`src/rtl/clock_pkg.sv`:
```
// Shared types and constants for the time-of-day display/set controller.
package clock_pkg;

    typedef enum logic [1:0] {
        RUN   = 2'd0,
        SET_H = 2'd1,
        SET_M = 2'd2,
        SET_S = 2'd3
    } mode_e;

    localparam logic [4:0] HH_MAX = 5'd23;
    localparam logic [5:0] MS_MAX = 6'd59;

    localparam int unsigned MASK_HH = 2;
    localparam int unsigned MASK_MM = 1;
    localparam int unsigned MASK_SS = 0;

    // +/-1 modulo (max+1), no carry out
    function automatic logic [5:0] wrap_step(input logic [5:0] val, input logic [5:0] max,
                                             input logic up);
        if (up) begin
            return (val == max) ? 6'd0 : val + 6'd1;
        end
        return (val == 6'd0) ? max : val - 6'd1;
    endfunction

endpackage

```
`src/rtl/key_repeat.sv`:
```
// Rising-edge detector with hold-to-repeat; emits a registered one-cycle step pulse.
module key_repeat #(
    parameter int unsigned REPEAT_DELAY = 25000000,
    parameter int unsigned REPEAT_RATE  = 5000000
) (
    input  logic clk,
    input  logic rst,
    input  logic i_key,
    input  logic i_clear,
    output logic o_step
);

    localparam int unsigned CNT_MAX = (REPEAT_DELAY > REPEAT_RATE) ? REPEAT_DELAY : REPEAT_RATE;
    localparam int unsigned CW      = $clog2(CNT_MAX + 1);
    localparam logic [CW-1:0] DELAY_C = CW'(REPEAT_DELAY);
    localparam logic [CW-1:0] RATE_C  = CW'(REPEAT_RATE);

    logic          r_hist;
    logic          r_rep;
    logic [CW-1:0] r_cnt;
    logic          r_step;
    logic          w_rise;
    logic          w_fire;

    // r_cnt holds the number of cycles the key has been seen high since the last (re)start
    always_comb begin
        w_rise = i_key & ~r_hist;
        w_fire = 1'b0;
        if (i_key && r_hist) begin
            w_fire = r_rep ? (r_cnt == RATE_C) : (r_cnt == DELAY_C);
        end
    end

    always_ff @(posedge clk) begin
        if (rst) begin
            r_hist <= 1'b1;
            r_rep  <= 1'b0;
            r_cnt  <= '0;
            r_step <= 1'b0;
        end else begin
            r_hist <= i_key;
            r_step <= (w_rise | w_fire) & ~i_clear;
            if (!i_key) begin
                r_cnt <= '0;
                r_rep <= 1'b0;
            end else if (i_clear || w_rise) begin
                r_cnt <= CW'(1);
                r_rep <= 1'b0;
            end else if (w_fire) begin
                r_cnt <= CW'(1);
                r_rep <= 1'b1;
            end else begin
                r_cnt <= r_cnt + CW'(1);
            end
        end
    end

    assign o_step = r_step;

endmodule

```
`src/rtl/time_set_ctrl.sv`:
```
// Clock time-keeping with a RUN/SET_H/SET_M/SET_S mode machine, key auto-repeat,
// set-mode inactivity timeout and a blinking mask for the field being edited.
module time_set_ctrl
    import clock_pkg::*;
#(
    parameter int unsigned BLINK_HALF   = 25000000,
    parameter int unsigned REPEAT_DELAY = 25000000,
    parameter int unsigned REPEAT_RATE  = 5000000,
    parameter int unsigned TIMEOUT_S    = 10
) (
    input  logic       clk,
    input  logic       rst,
    input  logic       tick_1hz,
    input  logic       key_mode,
    input  logic       key_up,
    input  logic       key_down,
    output logic [4:0] hh,
    output logic [5:0] mm,
    output logic [5:0] ss,
    output logic [1:0] mode,
    output logic [2:0] blink_mask,
    output logic       day_pulse
);

    localparam int unsigned TW  = $clog2(TIMEOUT_S + 1);
    localparam int unsigned BLW = $clog2(BLINK_HALF + 1);
    localparam logic [TW-1:0]  TO_C    = TW'(TIMEOUT_S);
    localparam logic [BLW-1:0] BL_LAST = BLW'(BLINK_HALF - 1);

    mode_e          r_state;
    mode_e          w_state_nxt;
    logic [4:0]     r_hh;
    logic [5:0]     r_mm;
    logic [5:0]     r_ss;
    logic [4:0]     w_hh_nxt;
    logic [5:0]     w_mm_nxt;
    logic [5:0]     w_ss_nxt;
    logic           r_day;
    logic [TW-1:0]  r_to;
    logic [BLW-1:0] r_blink_cnt;
    logic           r_phase;
    logic           r_mode_hist;
    logic           r_mode_press;
    logic           w_up_step;
    logic           w_dn_step;
    logic           w_set;
    logic           w_adj;
    logic           w_any;
    logic           w_tick_run;
    logic           w_timeout;
    logic           w_rollover;
    logic [2:0]     w_mask;

    key_repeat #(
        .REPEAT_DELAY (REPEAT_DELAY),
        .REPEAT_RATE  (REPEAT_RATE)
    ) u_rep_up (
        .clk     (clk),
        .rst     (rst),
        .i_key   (key_up),
        .i_clear (key_up & key_down),
        .o_step  (w_up_step)
    );

    key_repeat #(
        .REPEAT_DELAY (REPEAT_DELAY),
        .REPEAT_RATE  (REPEAT_RATE)
    ) u_rep_dn (
        .clk     (clk),
        .rst     (rst),
        .i_key   (key_down),
        .i_clear (key_up & key_down),
        .o_step  (w_dn_step)
    );

    // A mode press in the same cycle swallows any up/down step
    assign w_set      = (r_state != RUN);
    assign w_adj      = w_set & ~r_mode_press & (w_up_step ^ w_dn_step);
    assign w_any      = r_mode_press | w_up_step | w_dn_step;
    assign w_tick_run = tick_1hz & ~w_set;
    assign w_timeout  = w_set & (r_to == TO_C);
    assign w_rollover = w_tick_run & (r_ss == MS_MAX) & (r_mm == MS_MAX) & (r_hh == HH_MAX);

    always_comb begin
        w_state_nxt = r_state;
        if (r_mode_press) begin
            unique case (r_state)
                RUN:   w_state_nxt = SET_H;
                SET_H: w_state_nxt = SET_M;
                SET_M: w_state_nxt = SET_S;
                SET_S: w_state_nxt = RUN;
            endcase
        end else if (w_timeout) begin
            w_state_nxt = RUN;
        end
    end

    always_comb begin
        w_hh_nxt = r_hh;
        w_mm_nxt = r_mm;
        w_ss_nxt = r_ss;
        if (w_tick_run) begin
            w_ss_nxt = wrap_step(r_ss, MS_MAX, 1'b1);
            if (r_ss == MS_MAX) begin
                w_mm_nxt = wrap_step(r_mm, MS_MAX, 1'b1);
                if (r_mm == MS_MAX) begin
                    w_hh_nxt = 5'(wrap_step({1'b0, r_hh}, {1'b0, HH_MAX}, 1'b1));
                end
            end
        end else if (w_adj) begin
            case (r_state)
                SET_H:   w_hh_nxt = 5'(wrap_step({1'b0, r_hh}, {1'b0, HH_MAX}, w_up_step));
                SET_M:   w_mm_nxt = wrap_step(r_mm, MS_MAX, w_up_step);
                SET_S:   w_ss_nxt = wrap_step(r_ss, MS_MAX, w_up_step);
                default: ;
            endcase
        end
    end

    always_comb begin
        w_mask = '0;
        case (r_state)
            SET_H:   w_mask[MASK_HH] = r_phase;
            SET_M:   w_mask[MASK_MM] = r_phase;
            SET_S:   w_mask[MASK_SS] = r_phase;
            default: ;
        endcase
    end

    always_ff @(posedge clk) begin
        if (rst) begin
            r_state      <= RUN;
            r_hh         <= '0;
            r_mm         <= '0;
            r_ss         <= '0;
            r_day        <= 1'b0;
            r_to         <= '0;
            r_blink_cnt  <= '0;
            r_phase      <= 1'b0;
            r_mode_hist  <= 1'b1;
            r_mode_press <= 1'b0;
        end else begin
            r_state      <= w_state_nxt;
            r_hh         <= w_hh_nxt;
            r_mm         <= w_mm_nxt;
            r_ss         <= w_ss_nxt;
            r_day        <= w_rollover;
            r_mode_hist  <= key_mode;
            r_mode_press <= key_mode & ~r_mode_hist;

            if (w_any || !w_set || (w_state_nxt != r_state)) begin
                r_to <= '0;
            end else if (tick_1hz) begin
                r_to <= r_to + TW'(1);
            end

            if (w_any) begin
                r_blink_cnt <= '0;
                r_phase     <= 1'b0;
            end else if (r_blink_cnt == BL_LAST) begin
                r_blink_cnt <= '0;
                r_phase     <= ~r_phase;
            end else begin
                r_blink_cnt <= r_blink_cnt + BLW'(1);
            end
        end
    end

    assign hh         = r_hh;
    assign mm         = r_mm;
    assign ss         = r_ss;
    assign mode       = r_state;
    assign blink_mask = w_mask;
    assign day_pulse  = r_day;

endmodule

```
`config.mk`:
```
export PLATFORM = sky130hd
export DESIGN_NAME = time_set_ctrl
export DESIGN_NICKNAME = d
export VERILOG_FILES = /design/src/rtl/clock_pkg.sv /design/src/rtl/key_repeat.sv /design/src/rtl/time_set_ctrl.sv
export SDC_FILE = /design/constraint.sdc
export NUM_CORES = 1
export LEC_CHECK = 0
export ABC_AREA = 1
export CAP_MARGIN = 20
export CORE_ASPECT_RATIO = 1.2
export CORE_MARGIN = 3
export CORE_UTILIZATION = 60
export CTS_BUF_LIST = sky130_fd_sc_hd__clkbuf_2
export DETAILED_ROUTE_END_ITERATION = 8
export PLACE_DENSITY = 0.85
export SLEW_MARGIN = 20
export SYNTH_ARGS = -nofsm -noshare
export SYNTH_HDL_FRONTEND = slang
export SYNTH_SLANG_ARGS = --single-unit
```
`constraint.sdc`:
```
create_clock -name clk -period 1.65 [get_ports clk]
set_input_delay 0.2475 -clock clk [delete_from_list [all_inputs] [get_ports clk]]
set_output_delay 0.2475 -clock clk [all_outputs]
set_load 0.01 [all_outputs]
```
## Word level (Yosys, flattened, before mapping)

Index checks and enable logic that the tools add are counted.

- Register bits: 108
- Input bits: 6
- Output and inout bits: 23
- Word-level logic and storage cells: 157

- Add/sub/neg operators: 10
- Eq/ne operators: 15
- Muxes and demuxes: 57
- Bitwise logic cells: 27
- Reductions and logical operators: 28

Operators by type and width:

| kind | number |
|---|---|
| 6-bit 2-to-1 mux | 17 |
| 25-bit by 1-bit adder with 25-bit output, second input constant | 3 |
| 25-bit equality test, second input constant | 3 |
| 25-bit by 23-bit equality test with 1-bit output, second input constant | 2 |
| 5-bit 2-to-1 mux | 10 |
| 1-bit 2-to-1 mux | 27 |
| 1-bit bitwise AND | 13 |
| 6-bit by 1-bit adder with 6-bit output, second input constant | 2 |
| 6-bit equality test, second input constant | 2 |
| 6-bit zero test | 2 |
| 6-bit by 1-bit subtractor with 6-bit output, second input constant | 2 |
| 2-bit nonzero test | 5 |
| 1-bit NOT | 9 |
| 3-bit OR reduction | 3 |
| 2-bit case mux with 4 select lines | 1 |
| 2-bit OR reduction | 4 |
| 4-bit OR reduction | 2 |
| 5-bit by 1-bit adder with 5-bit output, second input constant | 1 |
| 5-bit equality test, second input constant | 1 |
| 5-bit zero test | 1 |
| 5-bit by 1-bit subtractor with 5-bit output, second input constant | 1 |
| 4-bit by 1-bit adder with 4-bit output, second input constant | 1 |
| 2-bit equality test, second input constant | 2 |
| 4-bit equality test, second input constant | 1 |
| other kinds (13) | 22 |

## Longest topological paths before layout

- Depth after elaboration: 9
- Gate-level depth with buffers: 10

## Cells and area by module

A second synthesis with hierarchy kept.

- Cells, all modules: 1010
- Area, all modules: 6526.3 µm²

By module, submodules not included:

| module | times used | cells each | area an instance (µm²) | seq. area each (µm²) |
|---|---|---|---|---|
| time_set_ctrl | 1 | 536 | 3400.8 | 1041.0 |
| key_repeat | 2 | 237 | 1562.7 | 560.5 |

## Worst setup path before layout

OpenSTA, ideal clock, no wires.

- Path type: reg2reg
- From: register r_state[0], in the netlist mode[0]
- To: register r_hh[4], in the netlist hh[4]
- Setup time: 0.118 ns
- Arrival: 1.435 ns
- Data required time: 1.532 ns
- Path slack: 0.097 ns
- Cell stages (with the launch flop): 11
- Clock period less this slack: 1.553 ns
- Cell sequence: dfxtp_1 > inv_1 > ha_1 > nand2_2 > nand2_2 > inv_2 > nand2_1 > o21ai_0 > nand2_1 > o21ai_1 > nor2_1

- Word-level cells in the longest chain between the ends: 5
- Elaborated cells on any way between the ends: 12
- Classes of those cells: eq/ne: 3; mux: 1; bitwise: 4; reduce/logical: 4

RTL lines:

| item | RTL line | text |
|---|---|---|
| from (decl) | time_set_ctrl.sv:30 | `mode_e r_state;` |
| from (signal assigned) | time_set_ctrl.sv:143 | `r_state <= w_state_nxt;` |
| 2-bit nonzero test | time_set_ctrl.sv:77 | `assign w_set = (r_state != RUN);` |
| 1-bit bitwise AND / 1-bit NOT (equally long branches) | time_set_ctrl.sv:78, time_set_ctrl.sv:80 |  |
| 1-bit bitwise AND (on tied branches) | time_set_ctrl.sv:78, time_set_ctrl.sv:80 |  |
| 2-bit nonzero test (no source line) / 2-bit by 1-bit != test with 1-bit output (equally long branches) | - |  |
| 4-bit AND reduction (no source line) | - |  |
| to (signal assigned) | time_set_ctrl.sv:144 | `r_hh <= w_hh_nxt;` |
| to (decl) | time_set_ctrl.sv:32 | `logic [4:0] r_hh;` |

Parallel ways exist; a longest one is shown, timed or not.
A chain may end at the register's enable or synchronous reset.

## Worst setup path after layout

- From: register r_state[1], in the netlist mode[1]
- To: output port blink_mask[2]

- Word-level cells in the longest chain between the ends: 2

RTL lines:

| item | RTL line | text |
|---|---|---|
| 2-bit by 1-bit equality test with 1-bit output | time_set_ctrl.sv:122 | `case (r_state)` |
| 1-bit 2-to-1 mux | time_set_ctrl.sv:122 |  |
| to (decl) | time_set_ctrl.sv:21 | `output logic [2:0] blink_mask,` |

No other way between the ends.

==> summary.md <==
| Metric | Value |
|---|---|
| Max IR drop VDD | 371 uV |
| Die area | 0.0118 sq mm |
| Ports | 29 |
| Hold Path Class | in -> reg |
| Run status | finished with violations |
| Final hold slack | 0.245 ns |
| RSZ-0062 raised after global routing | yes |
| First-pass GRT wire length | 25100 um |
| Post-synthesis register bit count | 108 |
| FILL cells | 862 |
| Tmin final | around 1.7 ns |
| Initial Util | 0.622 |
| Initial antenna violation count | 1 |
| Placed cell count | 1174 |
| Total GRT Usage | 0.254 |
| Final Max Slew Viols | 0 |
| Largest net degree at the start of global routing | 26 |
| Synth Instances | 998 |
| CTS sink count | 108 |
| HPWL Detailed | 10800 um |
| Mapped Area | 0.00632 sq mm |
| Yosys top cell area share | 0.342 |
| IO buf count | 28 |
| Period utilisation layout | 1.05 |
| CP startpoint kind | flop |
| Nets | roughly 1.1k |
| Max FO, Critical Path | 2 |
| Deepest level of the CTS H-tree | 3 |
| Core box area | between 0.01 and 0.015 sq mm |
| Final Hold Fails | 0 |
| Yosys cell types | 33 |
| Share of layout cells above drive strength 1 | 0.144 |
| Least-Margin Pin Slew | 0.305 ns |
| Via density | 5.31 |
| Clock latency on the worst-skew pair | approximately 0.59 ns |
| Rel. slew slack | 0.795 |
| CP required | 1.40 ns |
| Final antenna-violating net count | 0 |
| Vias in the first global route | 5940 |
| Syn avg cell area | 6.33 sq um |
| CP arrival | 1.49 ns |
| Yosys Warn Count | 0 |
| Drt total wl | 15100 um |
| GPL Wtd Cong | about 0.97 |
| Area Overhead vs Synth | 16.4% |
| # setup viols final | 5 |
| Setup TNS | -0.252 ns |
| Drt initial violations | 335 |
| Max-cap violation count | 0 |
| Std cell rows | 40 |
| Remaining DRCs | 0 |
| Pleak | around 0.0028 uW |
| DRT Pass-1 Iters | 6 |
| Die Wd | between 90 and 100 um |
| Fin cells | 1213 |
| Clock root cell | clkbuf_2 |
| Die extent in y | between 100 and 150 um |
| Mapped Nets | between 1k and 1.5k |
| PD cells | 565 mW/mm^2 |
| Fin util | 0.724 |
| Post-synth top area cell | dfxtp_1 |
| Sequential-to-total area share from yosys stat | 0.342 |
| Layout Skew | 0.0411 ns |
| Cts bufs inserted | 9 |
| Fmax | roughly 0.57 GHz |
| WL/cell | 12.5 um |
| Vias | 6439 |
| GRT overflow | 0 |
| Clk buf depth | 2 |
| Ranking of synthesized cells by area | dfxtp_1 (34%), nand2_1 (17%), nor2_1 (12%) |
| Clock-pin slew on the worst setup and hold paths | around 0.25 ns |
| Crit path capture type | primary output |
| CTS tree | done |
| Failing checks | setup timing |
| Setup WS post-layout | -0.0902 ns |
| Crit path kind | reg -> out |
==> path summary, 6_finish.rpt <==
kind / cells after the start / start / end / slack, ns
setup / recovery: 6 / mode[1]$_SDFF_PP0_ / blink_mask[2] / -0.09
hold / removal: 3 / key_mode / r_mode_press$_SDFF_PP0_ / 0.25
setup reg to reg: 10 / mode[0]$_SDFF_PP0_ / ss[4]$_SDFFE_PP0P_ / -0.03
hold reg to reg: 1 / r_mode_hist$_SDFF_PP1_ / r_mode_press$_SDFF_PP0_ / 0.41
==> metal layers <==
metal  routed length [um]  vias up  GRT usage
met4                  569        0      0.121
met5                    0        -          0
met2                 7470      189      0.441
met1                 6420     2913      0.301
li1                     -     3289          -
met3                  653       48     0.0378
==> power by group <==
group	internal, uW	total (uW)	switching, uW	leakage (uW)
clock	177	1010	834	0.0000548
combinational	206	480	274	0.00184
sequential	2640	2660	23.4	0.000886
total	3020	4160	1130	0.00279
==> area by class of cell <==
type | count | area (sq um) | share of cell area
inverters | 112 | 425 | 0.0579
well taps | 126 | 158 | 0.0214
clock inverters | 4 | 18.8 | 0.00255
repair buffers | 86 | 726 | 0.0987
diodes | 1 | 2.50 | 0.000340
multi-input cells | 766 | 3760 | 0.511
clock buffers | 10 | 50.0 | 0.00681
flip-flops and latches | 108 | 2220 | 0.301
==> repair_timing <==
| item | in CTS | in global routing |
|---|---|---|
| gates cloned | 0 | 1 |
| endpoints found under the setup margin | 24 | 83 |
| hold buffers | 0 | 0 |
| pin swaps | 1 | 5 |
| resized for setup | 74 | 35 |
| hold endpoints to repair | 0 | 0 |
| setup buffers | 15 | 8 |
==> logic make-up after synthesis <==
kind of cell	synth area share
AOI/OAI and AO/OA	0.0699
adders and majority gates	0.0396
DFF	0.342
and+or+nand+nor	0.416
buffers and inverters	0.0798
xor gates and xnor gates	0.0527
==> flip-flops by register name, summed over array words and instances (netlist names) <==
signal / count
u_rep_dn.r_cnt: 25
mode: 2
r_mode_press: 1
day_pulse: 1
u_rep_up.r_hist: 1
u_rep_up.r_cnt: 25
u_rep_up.o_step: 1
u_rep_dn.o_step: 1
r_mode_hist: 1
mm: 6
r_blink_cnt: 25
hh: 5
u_rep_dn.r_rep: 1
r_phase: 1
ss: 6
r_to: 4
u_rep_dn.r_hist: 1
u_rep_up.r_rep: 1
==> layout by cell type (no fill, tap or decap), types with 14 or more instances in the layout <==
cell,count
o21ai_0,26
nand2_1,283
nand3_1,61
xor2_1,26
a21oi_1,54
buf_4,51
nor2_1,195
dfxtp_1,85
nand4_1,14
ha_1,17
inv_1,96
==> stage by stage <==
stage / setup WS (ns) / cell area, sq um / power [uW]
2_1_floorplan: 0.0969 / 6320 / 2990
3_3_place_gp: 0.0209 / 6980 / 3150
3_5_place_dp: -0.00337 / 6980 / 3160
4_1_cts: -0.159 / 7220 / 4140
5_1_grt: -0.192 / 7350 / 4340
6_report: -0.0902 / 7350 / 4160
==> Yosys cell counts, drive strengths merged <==
cell type and instances:
nand3 63, nand3b 13, o21ai 31, clkbuf 1, nor2 210, a21boi 1
inv 111, xor2 26, nand2 296, dfxtp 108, nand4 14, nor3b 1
nor3 12, buf 12, a21oi 55, or2 11, xnor2 12, clkinv 1
ha 20
==> worst max-delay path, stage by stage, from the launching register on <==
cell and delay (ns):
dfxtp_2 0.41, inv_2 0.05, buf_6 0.12, ha_4 0.16
nand2_2 0.06, inv_2 0.03, buf_6 0.10
(Power assumes the default switching activity.)
==> RTL change: new RTL, config.mk and constraints unchanged <==
The output `day_pulse` loses its register stage (`r_day` becomes a continuous assignment).
--- a/src/rtl/time_set_ctrl.sv
+++ b/src/rtl/time_set_ctrl.sv
@@ -133,7 +133,6 @@
             r_hh         <= '0;
             r_mm         <= '0;
             r_ss         <= '0;
-            r_day        <= 1'b0;
             r_to         <= '0;
             r_blink_cnt  <= '0;
             r_phase      <= 1'b0;
@@ -144,7 +143,6 @@
             r_hh         <= w_hh_nxt;
             r_mm         <= w_mm_nxt;
             r_ss         <= w_ss_nxt;
-            r_day        <= w_rollover;
             r_mode_hist  <= key_mode;
             r_mode_press <= key_mode & ~r_mode_hist;
 
@@ -166,6 +164,8 @@
         end
     end
 
+    assign r_day = w_rollover;
+
     assign hh         = r_hh;
     assign mm         = r_mm;
     assign ss         = r_ss;
Function: changed (a bounded check fails within 10 cycles, from zero or initial values and one cycle with rst high).
==> RTL change against the unedited design <==
The flow still finishes with violations (negative setup slack). Combinational power up 11%. Largest cell class unchanged. Power up 7.2%. Sequential cell count down 1. Final area up 5.2%. Non-clock buffer count up 21. Clock power up 26%. Count of clock-buffer cells in the layout unchanged. Worst hold slack worse by 100 ps. Setup slack worse by 230 ps. Clock skew up 7.4 ps. Wire length up 10%. Area after synthesis up 0.32%.
==> RTL change: results (changes against the unedited design) <==
metric	value	unit	change
synth_area_per_cell	6.288	µm²	-0.68%
num_vias	6768		+5.1%
first_iter_violations	483		+44%
detail_route.wl_per_cell	13.31	µm	+6.9%
clk_pin_slew	290	ps	+40 ps
multi_input_comb_cells	764		-0.26%
grtUsageMet3	4.014	%	+0.24 points
synth_common_cells	nand2_1, nor2_1, inv_1, dfxtp_1, nand3_1		
worst_slack	-321.9	ps	-231.8 ps
wl_met1	6790	µm	+5.8%
nNonClkBuffers	107		+24%
grtUsageMet1	31.92	%	+1.9 points
setup-violations-final	12		+7
grt_usage	25.87	%	+0.51 points
p_clk_share	28.4	%	+4.1 points
bufAreaShareNonClock	11.39	%	+1.5 points
cp-startpoint	mode[0]$_SDFF_PP0_		
use_met2	43.95	%	-0.17 points
hold_end	r_mode_press$_SDFF_PP0_		
synthDistinctLibCells	30		-9.1%
yosys-top-cells-area	dfxtp_1, nand2_1, nor2_1		
post-dp-hpwl	11040	µm	+1.8%
arrival	1720	ps	+230 ps
ys_ff_latch	107		-0.93%
clk_latency	630	ps	+40 ps
sh_seq_area	28.21	%	-1.9 points
power.share.combinational	11.9	%	+0.4 points
wl_met3	889	µm	+36%
nFillCells	768		-11%
multi_input_area_share	50.61	%	-0.47 points
skew	48.50	ps	+7.394 ps
grt_pass1_vias	5948		+0.13%
grt_max_degree	25		-3.8%
drive_gt1_share	19.71	%	+5.3 points
clk_share	1.472	%	+0.54 points
synth_xor_area_share	4.560	%	-0.71 points
sw_frac_of_total	27.74	%	+0.50 points
grt_pass1_wl	25560	µm	+1.8%
place_congestion	0.9484		-1.8%
inv_count	127		+13%
failed_checks	negative setup slack		
synth-compound-area-share	7.955	%	+0.96 points
r2r_cells	11		+1
instances_no_fill	1248		+2.9%
yosysSeqAreaShare	33.79	%	-0.42 points
status	complete, but fails checks		
wl_met2	8308	µm	+11%
tightest_slew	378.2	ps	+73.05 ps
die-width	99.83	µm	+0.15%
cp-endpoint	day_pulse		
cts_root_buffer	clkbuf_2		
post_dp_cell_area	7177	µm²	+2.9%
cellLeakagePower	3.038	nW	+9.1%
layout.nets	1142		+3.0%
r2r_setup_slack	-120	ps	-90 ps
synth-adder-area-share	3.948	%	-0.013 points
## RTL change: worst max-delay path, delay by kind of cell, from the launching register on
kind	cells	cell delay [ps]
fa+ha+maj	1	150
flops	1	410
buf+inv	3	320
simple gates	3	230
## RTL change: logic make-up after synthesis
family | count (synthesis)
compound gates | 92
xor+xnor | 33
buf+inv | 139
simple gates | 617
flops | 107
fa+ha+maj | 20
## RTL change: what timing repair did
| item | in CTS | in global routing |
|---|---|---|
| pin swaps | 11 | 16 |
| gates resized for setup | 131 | 82 |
| endpoints found under the setup margin | 31 | 59 |
| endpoints found under the hold margin | 0 | 0 |
| hold buffers | 0 | 0 |
| buffers inserted | 9 | 19 |
| cloned | 1 | 1 |
## RTL change: through the flow
stage | utilization (%) | setup slack (ps) | setup TNS [ps]
after CTS | 73.93 | -300.9 | -1371
after detailed placement | 70.64 | -276.6 | -2731
after global placement | 70.64 | -277.5 | -2145
after global routing | 76.13 | -423.8 | -2635
after floorplan | - | 34.33 | 0
final | 76.13 | -321.9 | -1227
